### config.mk
export PLATFORM = sky130hd
export DESIGN_NAME = alu_pipe_flat
export DESIGN_NICKNAME = d
export VERILOG_FILES = /design/src/rtl/alu_pipe_if.sv /design/src/rtl/alu_pipe.sv /design/src/flat_wrapper.sv
export SDC_FILE = /design/constraint.sdc
export NUM_CORES = 1
export LEC_CHECK = 0
export CORE_UTILIZATION = 40
export DETAILED_ROUTE_END_ITERATION = 7
export GPL_TIMING_DRIVEN = 0
export RECOVER_POWER = 25
export SYNTH_ARGS = -nofsm -noshare
export SYNTH_HDL_FRONTEND = slang
export SYNTH_SLANG_ARGS = --single-unit
### constraint.sdc
create_clock -name clk -period 4.4 [get_ports clk]
set_input_delay 1.32 -clock clk [delete_from_list [all_inputs] [get_ports clk]]
set_output_delay 1.32 -clock clk [all_outputs]
set_load 0.005 [all_outputs]
### src/rtl/alu_pipe_if.sv
// Request/response bundle between the operand sequencer and the pipelined ALU.
// master = sequencer/writeback side, slave = the ALU.
interface alu_pipe_if #(
    parameter int n     = 8,
    parameter int TAG_W = 4
);
    logic             in_valid;
    logic             in_ready;
    logic [n-1:0]     in_a;
    logic [n-1:0]     in_b;
    logic [3:0]       in_opcode;
    logic [TAG_W-1:0] in_tag;

    logic             out_valid;
    logic             out_ready;
    logic [n-1:0]     out_result;
    logic [3:0]       out_flags;
    logic             out_err;
    logic [TAG_W-1:0] out_tag;

    logic             busy;

    modport master (
        output in_valid, in_a, in_b, in_opcode, in_tag, out_ready,
        input  in_ready, out_valid, out_result, out_flags, out_err, out_tag, busy
    );

    modport slave (
        input  in_valid, in_a, in_b, in_opcode, in_tag, out_ready,
        output in_ready, out_valid, out_result, out_flags, out_err, out_tag, busy
    );
endinterface

### src/rtl/alu_pipe.sv
// Two-stage pipelined ALU: S1 holds the operation (and runs the iterative multiply),
// the output register holds the result, flags, error bit and tag until consumed.
module alu_pipe #(
    parameter int n     = 8,
    parameter int TAG_W = 4
) (
    input  logic       clk,
    input  logic       rst_n,
    alu_pipe_if.slave  bus
);
    localparam int SH_W = $clog2(n);

    localparam logic [3:0] OP_ADD = 4'd0;
    localparam logic [3:0] OP_SUB = 4'd1;
    localparam logic [3:0] OP_AND = 4'd2;
    localparam logic [3:0] OP_OR  = 4'd3;
    localparam logic [3:0] OP_XOR = 4'd4;
    localparam logic [3:0] OP_NOT = 4'd5;
    localparam logic [3:0] OP_SHL = 4'd6;
    localparam logic [3:0] OP_SHR = 4'd7;
    localparam logic [3:0] OP_SRA = 4'd8;
    localparam logic [3:0] OP_SLT = 4'd9;
    localparam logic [3:0] OP_MUL = 4'd10;

    typedef enum logic [1:0] {
        IDLE = 2'd0,
        RUN  = 2'd1,
        DONE = 2'd2
    } mul_state_t;

    // S1 stage
    logic             s1_valid_q;
    logic [n-1:0]     s1_a_q;
    logic [n-1:0]     s1_b_q;
    logic [3:0]       s1_op_q;
    logic [TAG_W-1:0] s1_tag_q;

    // Multiplier
    mul_state_t       state_q, state_d;
    logic [2*n-1:0]   acc_q, acc_d;
    logic [SH_W-1:0]  cnt_q, cnt_d;
    logic [2*n-1:0]   mul_partial;

    // Output register
    logic             out_valid_q;
    logic [n-1:0]     out_result_q;
    logic [3:0]       out_flags_q;
    logic             out_err_q;
    logic [TAG_W-1:0] out_tag_q;

    // Handshake
    logic out_free;
    logic s1_result_ready;
    logic s1_advance;
    logic in_ready;
    logic in_fire;
    logic in_is_mul;

    assign out_free        = !out_valid_q || bus.out_ready;
    assign s1_result_ready = (s1_op_q != OP_MUL) || (state_q == DONE);
    assign s1_advance      = s1_valid_q && s1_result_ready && out_free;
    assign in_ready        = !s1_valid_q || s1_advance;
    assign in_fire         = bus.in_valid && in_ready;
    assign in_is_mul       = (bus.in_opcode == OP_MUL);

    assign bus.in_ready   = in_ready;
    assign bus.out_valid  = out_valid_q;
    assign bus.out_result = out_result_q;
    assign bus.out_flags  = out_flags_q;
    assign bus.out_err    = out_err_q;
    assign bus.out_tag    = out_tag_q;
    assign bus.busy       = (state_q == RUN);

    always_ff @(posedge clk or negedge rst_n) begin
        if (!rst_n) begin
            s1_valid_q <= 1'b0;
            s1_a_q     <= '0;
            s1_b_q     <= '0;
            s1_op_q    <= '0;
            s1_tag_q   <= '0;
        end else if (in_fire) begin
            s1_valid_q <= 1'b1;
            s1_a_q     <= bus.in_a;
            s1_b_q     <= bus.in_b;
            s1_op_q    <= bus.in_opcode;
            s1_tag_q   <= bus.in_tag;
        end else if (s1_advance) begin
            s1_valid_q <= 1'b0;
        end
    end

    // Shift-add multiply, LSB of b first; the partial is a shifted by the bit index.
    assign mul_partial = s1_b_q[cnt_q] ? ({{n{1'b0}}, s1_a_q} << cnt_q) : '0;

    always_ff @(posedge clk or negedge rst_n) begin
        if (!rst_n) begin
            state_q <= IDLE;
            acc_q   <= '0;
            cnt_q   <= '0;
        end else begin
            state_q <= state_d;
            acc_q   <= acc_d;
            cnt_q   <= cnt_d;
        end
    end

    always_comb begin
        state_d = state_q;
        acc_d   = acc_q;
        cnt_d   = cnt_q;
        case (state_q)
            IDLE: begin
                if (in_fire && in_is_mul) begin
                    state_d = RUN;
                    acc_d   = '0;
                    cnt_d   = '0;
                end
            end
            RUN: begin
                acc_d = acc_q + mul_partial;
                cnt_d = cnt_q + 1'b1;
                if (cnt_q == SH_W'(n - 1)) begin
                    state_d = DONE;
                end
            end
            DONE: begin
                // A following op may load S1 on the same edge the product retires.
                if (s1_advance) begin
                    if (in_fire && in_is_mul) begin
                        state_d = RUN;
                        acc_d   = '0;
                        cnt_d   = '0;
                    end else begin
                        state_d = IDLE;
                    end
                end
            end
            default: state_d = IDLE;
        endcase
    end

    // Execute
    logic [SH_W-1:0] sh;
    logic [n:0]      sum_ext;
    logic [n:0]      diff_ext;
    logic [n:0]      shl_ext;
    logic [n:0]      shr_ext;
    logic [n:0]      sra_ext;
    logic            slt_bit;
    logic [n-1:0]    ex_result;
    logic            ex_c;
    logic            ex_v;
    logic            ex_err;
    logic [3:0]      ex_flags;

    assign sh       = s1_b_q[SH_W-1:0];
    assign sum_ext  = {1'b0, s1_a_q} + {1'b0, s1_b_q};
    assign diff_ext = {1'b0, s1_a_q} - {1'b0, s1_b_q};
    // Right shifts keep one guard bit below the LSB so it captures the last bit shifted out.
    assign shl_ext  = {1'b0, s1_a_q} << sh;
    assign shr_ext  = {s1_a_q, 1'b0} >> sh;
    assign sra_ext  = $unsigned($signed({s1_a_q, 1'b0}) >>> sh);
    assign slt_bit  = $signed(s1_a_q) < $signed(s1_b_q);

    always_comb begin
        ex_result = '0;
        ex_c      = 1'b0;
        ex_v      = 1'b0;
        ex_err    = 1'b0;
        case (s1_op_q)
            OP_ADD: begin
                ex_result = sum_ext[n-1:0];
                ex_c      = sum_ext[n];
                ex_v      = (s1_a_q[n-1] == s1_b_q[n-1]) && (sum_ext[n-1] != s1_a_q[n-1]);
            end
            OP_SUB: begin
                ex_result = diff_ext[n-1:0];
                ex_c      = diff_ext[n];
                ex_v      = (s1_a_q[n-1] != s1_b_q[n-1]) && (diff_ext[n-1] != s1_a_q[n-1]);
            end
            OP_AND: ex_result = s1_a_q & s1_b_q;
            OP_OR:  ex_result = s1_a_q | s1_b_q;
            OP_XOR: ex_result = s1_a_q ^ s1_b_q;
            OP_NOT: ex_result = ~s1_a_q;
            OP_SHL: begin
                ex_result = shl_ext[n-1:0];
                ex_c      = shl_ext[n];
            end
            OP_SHR: begin
                ex_result = shr_ext[n:1];
                ex_c      = shr_ext[0];
            end
            OP_SRA: begin
                ex_result = sra_ext[n:1];
                ex_c      = sra_ext[0];
            end
            OP_SLT: ex_result = {{(n-1){1'b0}}, slt_bit};
            OP_MUL: begin
                ex_result = acc_q[n-1:0];
                ex_c      = |acc_q[2*n-1:n];
            end
            default: ex_err = 1'b1;
        endcase
    end

    assign ex_flags = {ex_c, ex_v, (ex_result == '0), ex_result[n-1]};

    always_ff @(posedge clk or negedge rst_n) begin
        if (!rst_n) begin
            out_valid_q  <= 1'b0;
            out_result_q <= '0;
            out_flags_q  <= '0;
            out_err_q    <= 1'b0;
            out_tag_q    <= '0;
        end else if (s1_advance) begin
            out_valid_q  <= 1'b1;
            out_result_q <= ex_result;
            out_flags_q  <= ex_flags;
            out_err_q    <= ex_err;
            out_tag_q    <= s1_tag_q;
        end else if (out_valid_q && bus.out_ready) begin
            out_valid_q  <= 1'b0;
        end
    end
endmodule

### src/flat_wrapper.sv
// flat-port wrapper written by rule: the top's interface ports become plain ports
module alu_pipe_flat 
#(
    parameter int n     = 8,
    parameter int TAG_W = 4
)
  (clk, rst_n, bus_in_valid, bus_in_a, bus_in_b, bus_in_opcode, bus_in_tag, bus_out_ready, bus_in_ready, bus_out_valid, bus_out_result, bus_out_flags, bus_out_err, bus_out_tag, bus_busy);
  alu_pipe_if #(.n(n), .TAG_W(TAG_W)) bus_i ();
  input  logic clk;
  input  logic rst_n;
  input wire logic [$bits(bus_i.in_valid)-1:0] bus_in_valid;
  input wire logic [$bits(bus_i.in_a)-1:0] bus_in_a;
  input wire logic [$bits(bus_i.in_b)-1:0] bus_in_b;
  input wire logic [$bits(bus_i.in_opcode)-1:0] bus_in_opcode;
  input wire logic [$bits(bus_i.in_tag)-1:0] bus_in_tag;
  input wire logic [$bits(bus_i.out_ready)-1:0] bus_out_ready;
  output wire logic [$bits(bus_i.in_ready)-1:0] bus_in_ready;
  output wire logic [$bits(bus_i.out_valid)-1:0] bus_out_valid;
  output wire logic [$bits(bus_i.out_result)-1:0] bus_out_result;
  output wire logic [$bits(bus_i.out_flags)-1:0] bus_out_flags;
  output wire logic [$bits(bus_i.out_err)-1:0] bus_out_err;
  output wire logic [$bits(bus_i.out_tag)-1:0] bus_out_tag;
  output wire logic [$bits(bus_i.busy)-1:0] bus_busy;
  assign bus_i.in_valid = bus_in_valid;
  assign bus_i.in_a = bus_in_a;
  assign bus_i.in_b = bus_in_b;
  assign bus_i.in_opcode = bus_in_opcode;
  assign bus_i.in_tag = bus_in_tag;
  assign bus_i.out_ready = bus_out_ready;
  assign bus_in_ready = bus_i.in_ready;
  assign bus_out_valid = bus_i.out_valid;
  assign bus_out_result = bus_i.out_result;
  assign bus_out_flags = bus_i.out_flags;
  assign bus_out_err = bus_i.out_err;
  assign bus_out_tag = bus_i.out_tag;
  assign bus_busy = bus_i.busy;
  alu_pipe #(.n(n), .TAG_W(TAG_W)) u_core (.clk(clk), .rst_n(rst_n), .bus(bus_i));
endmodule
==> results of run 1 <==
## per-layer routing
layer | track usage (%) | vias to the layer above
li1 | - | 2530
met1 | 33.6 | 2592
met2 | 45.5 | 166
met3 | 3.59 | 39
met4 | 12.1 | 0
met5 | 0 | -
## cells in the mapped netlist, drive strengths merged, types with 8 or more instances
| master | number | area share [%] |
|---|---|---|
| nand2 | 79 | 5.4 |
| dfrtp | 63 | 29 |
| o21ai | 55 | 5.0 |
| nor2 | 53 | 3.6 |
| ha | 42 | 9.5 |
| inv | 33 | 2.2 |
| clkbuf | 31 | 2.1 |
| a21oi | 30 | 2.7 |
| mux2 | 18 | 3.7 |
| mux2i | 17 | 3.1 |
| buf | 14 | 1.4 |
| a21o | 13 | 1.8 |
| nand3 | 13 | 1.2 |
| nor3 | 12 | 1.1 |
| nor2b | 11 | 1.2 |
| nor3b | 10 | 1.4 |
| o211ai | 10 | 1.4 |
| a211oi | 9 | 1.2 |
| nand2b | 9 | 1.0 |
| o31ai | 9 | 1.3 |
| o21bai | 8 | 1.1 |
| xnor2 | 8 | 1.3 |
## worst min path at each step
stage | start | to | slack [ns] | depth (start not counted)
2_1_floorplan | u_core.bus.out_err | u_core.bus.out_err | 0.47 | 2
3_3_place_gp | u_core.bus.out_result[5] | u_core.bus.out_result[5] | 0.46 | 2
3_5_place_dp | u_core.bus.out_result[3] | u_core.bus.out_result[3] | 0.47 | 2
4_1_cts | u_core.bus.out_result[3] | u_core.bus.out_result[3] | 0.48 | 2
5_1_grt | u_core.bus.out_err | u_core.bus.out_err | 0.51 | 2
6_report | u_core.bus.out_result[5] | u_core.bus.out_result[5] | 0.48 | 2
## flip-flops by register name, indices dropped and copies added, names as in the netlist, 2 cells and up
signal and count:
u_core.acc_q 16, u_core.bus.out_flags 4, u_core.bus.out_result 7, u_core.bus.out_tag 4
u_core.cnt_q 3, u_core.s1_a_q 8, u_core.s1_b_q 8, u_core.s1_op_q 4
u_core.s1_tag_q 4, u_core.state_q 2
## per-stage QoR
stage | utilization [%] | hold WS, ns | setup WS [ns]
6_report | 49.0 | 0.476 | 0.152
3_5_place_dp | 46.5 | 0.472 | 0.145
5_1_grt | 49.0 | 0.507 | 0.0852
4_1_cts | 49.0 | 0.483 | 0.147
3_3_place_gp | 46.5 | 0.461 | -0.249
2_1_floorplan | - | 0.473 | 1.07
## cell families after synthesis
logic type	count (synthesis)	share of synthesized area (%)
AO/OA/AOI/OAI	196	24.2
XOR/XNOR	11	1.75
adder cells (fa/ha/maj)	45	10.6
buffers and inverters	79	5.78
flip-flops	63	28.6
multiplexers	42	9.61
AND/OR/NAND/NOR	220	19.5
## critical path, delay by kind of cell
| family | cells | cell delay [ns] |
|---|---|---|
| buf+inv | 4 | 1.16 |
| compound gates | 1 | 0.35 |
| simple gates | 1 | 0.09 |
## cell type report
type / count / share of cell area, %
flip-flops and latches: 63 / 24.1
repair buffers: 47 / 7.12
well taps: 176 / 3.37
plain buffers: 45 / 2.93
inverters: 34 / 1.95
clock inverters: 6 / 1.38
multi-input cells: 514 / 55.5
clock buffers: 10 / 3.66
## report_power, final
| part | internal, uW | switching [uW] | total [uW] |
|---|---|---|---|
| sequential | 789 | 214 | 1000 |
| combinational | 1070 | 1500 | 2570 |
| clock | 514 | 286 | 799 |
| total | 2380 | 2000 | 4380 |
==> flow_summary.ini, run 1 <==
[worst_setup_path]
rr_worst_depth = 14
cp_common_cell = clkdlybuf4s50_1
worst-path-max-fanout = 9
crit_slowest_cell = clkdlybuf4s50_1
critical_path.startpoint = bus_out_ready
worst_setup_path_start_kind = input pin
arrival_ns = 2.93
cp.required_ns = 3.08
r2r-end = u_core.acc_q[14]
reg_to_reg_critical_path_startpoint = u_core.s1_b_q[0]
ff2ff_setup_slack_ns = 0.53
critical_path.cell_chain = clkdlybuf4s50_1, inv_1, a221o_1, buf_6, nand2_1, clkdlybuf4s50_1
timing.critical_path.slowest_cell_delay_ns = 0.50
critical_setup_path_class = in -> out
setup.worst_path.end_class = output port
critical_path.endpoint = bus_in_ready

[drt]
routed-wl-met3_um = 995
detail_route.first_pass.iterations = 5
met1_length_um = 7760
final_antenna_net_count = 0
routed_via_density = 5.95
totalWireLength_um = 18200
vias = 5327
route.met2.wl_um = 8820
detail_route.drc_violations = 0
initial_drc_count = 283
route.top_layer_used = met4
route.detailed.wl_per_inst_um = 20.3

[finish]
non_filler_instance_count_after_layout = 895
antenna_cells = 0
fin_nets = 787
multi_input_area_sq_um = 3620
n_fill_cell = 1324
post-route-cell-area_sq_um = 6540
final_cell_mix = nand2_1, dfrtp_1, o21ai_0
area_growth_synth_to_finish_pct = 18.4
drive_above_1_share_pct = 8.48
layout.area.seq_sq_um = 1580
layout.cells.most_common = nand2_1

[min_path]
worstHoldPathType = reg -> reg

[synth]
postSynthAreaPerCell_sq_um = 8.42
synth-warning-count = 0
synth_cells = 656
yosysSeqAreaShare_pct = 28.6
synth_edf_count = 0
ys_dominant_reg_cell = dfrtp_1
ys_seq_elements = 63
postSynth.asyncResetShare_pct = 100
synth.lib_cells_used.distinct = 72
mappedNetlistNets = 729
syn_area_sq_um = 5520

[timing]
clock-skew-final_ns = 0.0101
max_slew.worst_pin.slew_ns = 1.62
grt_setup_unrepaired = false
total_negative_setup_slacks_ns = 0
max_freq_ghz = 0.235
min_period_ns = 4.25
min_period_over_period_pct = 96.6
maxSlewHeadroom_pct = -8.28
report.final.setup_viol = 0
hold_viol = 0
timing_max_transition_violations_final = 64

[global_routing]
first_global_vias = 5438
globalRouteTotalUtil_pct = 26.8
grt_start_max_net_pins = 64
overflow_after_grt = 0
grt_pass1_wl_um = 29300
grt_antenna_before_repair = 0

[clocking]
tritoncts_clock_tree = done
h-tree-depth = 3
post_cts_hold_buffer_count = 0
setup_repair_bufs_after_cts = 0
cts_root_buffer = clkbuf_16
clkSinkCount = 63
clk_pin_slew_ns = 0.05
clock_insertion_delay_worst_skew_ns = 0.35
cts_repair_resize_count = 0
ctsLongestPathBuffers = 2
tritoncts.num_buffers = 9

[placement]
dp_hpwl_um = 14000
routability_congestion = 0.970
placed_cells = 879
io_buffer_count = 47
postPlaceCellArea_sq_um = 6210

[floorplan]
die_width_um = 119
fp.dieH_um = 119
initial_core_util_pct = 41.4
core_area_sq_um = 13300
fp-row-count = 42
fp.dieArea_sq_um = 14300
number_of_top_level_design_ports = 48

[outcome]
outcome = finished, violations left
failed_checks = max-capacitance violations, max-slew violations

[power]
power.density_nw_per_um2 = 670
totalPowerFinal_uw = 4380
max-vdd-ir-drop_mv = 0.305
leakage_uw = 0.00281

[run]
drv_cap = 1
(Power assumes the default switching activity.)
==> run 2, diff against run 1 <==
Settings changed: CTS_BUF_LIST set to sky130_fd_sc_hd__clkbuf_16.
==> flow_summary.ini, run 2 (synthesis results as in run 1) <==
[clocking]
setup_repair_bufs_after_cts = 0
cts_repair_resize_count = 0
tritoncts_clock_tree = done
clk_pin_slew_ns = 0.05
post_cts_hold_buffer_count = 0
tritoncts.num_buffers = 9
cts_root_buffer = clkbuf_16
ctsLongestPathBuffers = 2
h-tree-depth = 3
clock_insertion_delay_worst_skew_ns = 0.35
clkSinkCount = 63

[global_routing]
grt_antenna_before_repair = 0
overflow_after_grt = 0
first_global_vias = 5438
globalRouteTotalUtil_pct = 26.8
grt_pass1_wl_um = 29300
grt_start_max_net_pins = 64

[outcome]
outcome = finished, violations left
failed_checks = max-capacitance violations, max-slew violations

[timing]
timing_max_transition_violations_final = 64
total_negative_setup_slacks_ns = 0
clock-skew-final_ns = 0.0107
maxSlewHeadroom_pct = -8.33
grt_setup_unrepaired = false
report.final.setup_viol = 0
min_period_over_period_pct = 96.5
min_period_ns = 4.25
max_slew.worst_pin.slew_ns = 1.62
hold_viol = 0
post-route-worst-setup-slack_ns = 0.152
max_freq_ghz = 0.235

[finish]
fin_nets = 787
layout.cells.most_common = nand2_1
max_flop_register = u_core.acc_q
non_filler_instance_count_after_layout = 895
drive_above_1_share_pct = 8.34
largest_register_ffs = 16
final_cell_mix = nand2_1, dfrtp_1, o21ai_0
final_util_pct = 48.9
layout_top_registers = u_core.acc_q: 16 flops, u_core.s1_a_q: 8 flops, u_core.s1_b_q: 8 flops
antenna_cells = 0
area_growth_synth_to_finish_pct = 18.2

[drt]
routed_via_density = 5.97
detail_route.drc_violations = 0
vias = 5345
detail_route.first_pass.iterations = 5
initial_drc_count = 283
route.detailed.wl_per_inst_um = 20.3
final_antenna_net_count = 0
totalWireLength_um = 18200

[worst_setup_path]
critPathBufInv = 4
critical-path-top-delay-family = buffers and inverters
timing.critical_path.slowest_cell_delay_ns = 0.50
depth_of_the_critical_timing_path_with_buffers_and_inverters_included = 6
critical_path.cell_chain = clkdlybuf4s50_1, inv_1, a221o_1, buf_6, nand2_1, clkdlybuf4s50_1
worst_setup_path_start_kind = input pin
reg_to_reg_critical_path_startpoint = u_core.s1_b_q[0]
worst-path-max-fanout = 9
critical_setup_path_class = in -> out
setup.worst_path.end_class = output port
ff2ff_setup_slack_ns = 0.52
arrival_ns = 2.93
crit_slowest_cell = clkdlybuf4s50_1
rr_worst_depth = 14
cp.required_ns = 3.08
cp_common_cell = clkdlybuf4s50_1
r2r-end = u_core.acc_q[14]

[placement]
placed_cells = 879
place_ws_ns = 0.145
dp_hpwl_um = 14000
io_buffer_count = 47
routability_congestion = 0.970

[floorplan]
die_width_um = 119
fp-row-count = 42
fp.dieH_um = 119
number_of_top_level_design_ports = 48
initial_core_util_pct = 41.4
fp.dieArea_sq_um = 14300
core_area_sq_um = 13300

[power]
max-vdd-ir-drop_mv = 0.305
totalPowerFinal_uw = 4360
power.density_nw_per_um2 = 668
leakage_uw = 0.00281

[min_path]
worstHoldPathType = reg -> reg
min_delay_worst_endpoint = u_core.bus.out_result[5]
cell_depth_of_the_worst_hold_path = 2
start_point_of_the_worst_hold_path = u_core.bus.out_result[5]

[run]
drv_cap = 1
-- run 2: cell types whose count changed in the layout (fill, tap and decap cells not counted) --
cell	delta
clkbuf_8	-1
clkinv_1	+1
-- run 2: area by class of cell --
| cell class | count | area, sq um |
|---|---|---|
| buffer | 45 | 191 |
| clock buffer | 9 | 225 |
| clock inverter | 7 | 93.8 |
| fill | 1325 | 6820 |
| inverter | 34 | 128 |
| multi-input combinational | 514 | 3620 |
| sequential | 63 | 1580 |
| tap | 176 | 220 |
| timing repair buffer | 47 | 465 |
-- run 2: power by group --
group | internal (uW) | total, uW | switching (uW)
sequential | 789 | 1000 | 214
clock | 496 | 782 | 286
combinational | 1070 | 2570 | 1500
-- run 2: stage by stage --
stage | hold WS, ns | area (sq um)
global placement | 0.461 | 6210
detailed placement | 0.472 | 6210
floorplan | 0.473 | 5520
CTS | 0.483 | 6530
finish | 0.476 | 6530
global route | 0.507 | 6530
-- run 2: per-layer routing --
layer  global-route usage (%)  vias to the layer above  wire, um
met5                        0                        -         0
met4                     12.1                        0       596
met3                     3.59                       39       946
met2                     45.5                      166      8810
met1                     33.6                     2609      7820
li1                         -                     2531         -
-- run 2: tightest hold or removal path, stage by stage (launching register included) --
cell	delay [ns]
dfrtp_1	0.33
nand2_1	0.05
o21ai_0	0.06
-- run 2: worst max-delay path by stage --
stage                           from          endpoint
floorplan           u_core.s1_b_q[0]  u_core.acc_q[15]
global placement               rst_n   u_core.acc_q[4]
detailed placement     bus_out_ready      bus_in_ready
CTS                    bus_out_ready      bus_in_ready
global route           bus_out_ready      bus_in_ready
finish                 bus_out_ready      bus_in_ready
==> run 3, diff against run 2 <==
Settings changed: CTS_BUF_LIST sky130_fd_sc_hd__clkbuf_16 to sky130_fd_sc_hd__clkbuf_4 sky130_fd_sc_hd__clkbuf_8.
Clock period 4.4 ns to 4.7 ns, I/O delays scaled along.
==> flow_summary.ini, run 3 (synthesis results as in run 1) <==
[global_routing]
overflow_after_grt = 0
grt_antenna_before_repair = 0
grt_start_max_net_pins = 64
grt_pass1_wl_um = 29300
first_global_vias = 5446
globalRouteTotalUtil_pct = 26.9

[floorplan]
fp-row-count = 42
die_width_um = 119
fp.dieH_um = 119
core_area_sq_um = 13300
fp.dieArea_sq_um = 14300
initial_core_util_pct = 41.4
number_of_top_level_design_ports = 48

[timing]
grt_setup_unrepaired = false
max_freq_ghz = 0.222
clock-skew-final_ns = 0.0155
hold_viol = 0
maxSlewHeadroom_pct = -8.06
max_slew.worst_pin.slew_ns = 1.62
timing_max_transition_violations_final = 64
report.final.setup_viol = 0
total_negative_setup_slacks_ns = 0
min_period_ns = 4.50
min_period_over_period_pct = 95.7

[drt]
routed_via_density = 5.96
vias = 5331
final_antenna_net_count = 0
totalWireLength_um = 18200
route.detailed.wl_per_inst_um = 20.3
detail_route.drc_violations = 0
initial_drc_count = 286
detail_route.first_pass.iterations = 5

[clocking]
cts_root_buffer = clkbuf_8
clock_insertion_delay_worst_skew_ns = 0.38
clk_pin_slew_ns = 0.07
clkSinkCount = 63
tritoncts.num_buffers = 9
h-tree-depth = 3
setup_repair_bufs_after_cts = 0
ctsLongestPathBuffers = 2
cts_repair_resize_count = 0
post_cts_hold_buffer_count = 0
tritoncts_clock_tree = done

[placement]
routability_congestion = 0.970
io_buffer_count = 47
postPlaceCellArea_sq_um = 6210
placed_cells = 879
dp_hpwl_um = 14000

[worst_setup_path]
ff2ff_setup_slack_ns = 0.82
cp.required_ns = 3.29
reg_to_reg_critical_path_startpoint = u_core.s1_b_q[0]
critPathBufInv = 4
timing.critical_path.slowest_cell_delay_ns = 0.52
r2r-end = u_core.acc_q[14]
worst-path-max-fanout = 9
critical_path.cell_chain = dlygate4sd3_1, inv_1, a221o_1, buf_6, nand2_1, clkdlybuf4s50_1
critical_setup_path_class = in -> out
arrival_ns = 3.09
critical-path-top-delay-family = buffers and inverters
crit_slowest_cell = dlygate4sd3_1
setup.worst_path.end_class = output port
rr_worst_depth = 14
worst_setup_path_start_kind = input pin

[outcome]
failed_checks = max-capacitance violations, max-slew violations
outcome = finished, violations left

[finish]
post-route-cell-area_sq_um = 6430
final_cell_mix = nand2_1, dfrtp_1, o21ai_0
area_growth_synth_to_finish_pct = 16.5
layout.area.seq_sq_um = 1580
multi_input_area_sq_um = 3620
layout_top_registers = u_core.acc_q: 16 flops, u_core.s1_a_q: 8 flops, u_core.s1_b_q: 8 flops
max_flop_register = u_core.acc_q
largest_register_ffs = 16
non_filler_instance_count_after_layout = 895
n_fill_cell = 1337
drive_above_1_share_pct = 8.48
fin_nets = 787
antenna_cells = 0
layout.cells.most_common = nand2_1

[min_path]
start_point_of_the_worst_hold_path = u_core.bus.out_result[5]
cell_depth_of_the_worst_hold_path = 2
worstHoldPathType = reg -> reg
min_delay_worst_endpoint = u_core.bus.out_result[5]

[run]
drv_cap = 1

[power]
max-vdd-ir-drop_mv = 0.318
power.density_nw_per_um2 = 607
leakage_uw = 0.00277
-- run 3: cell types whose count changed in the layout (fill, tap and decap cells not counted) --
cell,change
clkbuf_8,+10
clkbuf_16,-9
clkdlybuf4s50_1,-1
clkinv_1,-1
dlygate4sd3_1,+1
-- run 3: worst max path at each step --
stage	startpoint	endpoint	slack (ns)	cells past startpoint
finish	bus_out_ready	bus_in_ready	0.20	6
global route	bus_out_ready	bus_in_ready	0.13	6
CTS	bus_out_ready	bus_in_ready	0.27	6
detailed placement	bus_out_ready	bus_in_ready	0.27	6
global placement	rst_n	u_core.acc_q[4]	-0.04	1
floorplan	bus_out_ready	bus_in_ready	1.29	4
-- run 3: metrics by stage --
stage,util [%],worst slack [ns],hold WS [ns],power (uW)
after floorplan,-,1.29,0.473,2550
after global placement,46.5,-0.0393,0.461,3290
after detailed placement,46.5,0.265,0.472,3320
after CTS,48.2,0.267,0.487,3890
after global routing,48.2,0.133,0.512,4210
final,48.2,0.202,0.480,3910
-- run 3: tightest hold or removal path: stages (launching register included) --
cell,delay [ns]
dfrtp_1,0.34
nand2_1,0.05
o21ai_0,0.06
-- run 3: report_power, final --
group | internal, uW | switching, uW
sequential | 737 | 201
clock | 316 | 245
combinational | 1000 | 1400
total | 2060 | 1850
-- run 3: cell type report --
cell class              instances  share of cell area (%)
inverters                      34                    1.98
multi-input cells             514                    56.3
plain buffers                  45                    2.98
repair buffers                 47                    7.23
clock inverters                 6                    1.40
clock buffers                  10                    2.14
flip-flops and latches         63                    24.5
well taps                     176                    3.42
-- run 3: per-layer routing --
metal / vias to the layer above / part of all wire [%] / global-route usage (%)
li1: 2523 / - / -
met1: 2610 / 43 / 33.7
met2: 165 / 49 / 45.6
met3: 33 / 4.7 / 3.59
met4: 0 / 3.0 / 12.6
met5: - / 0 / 0
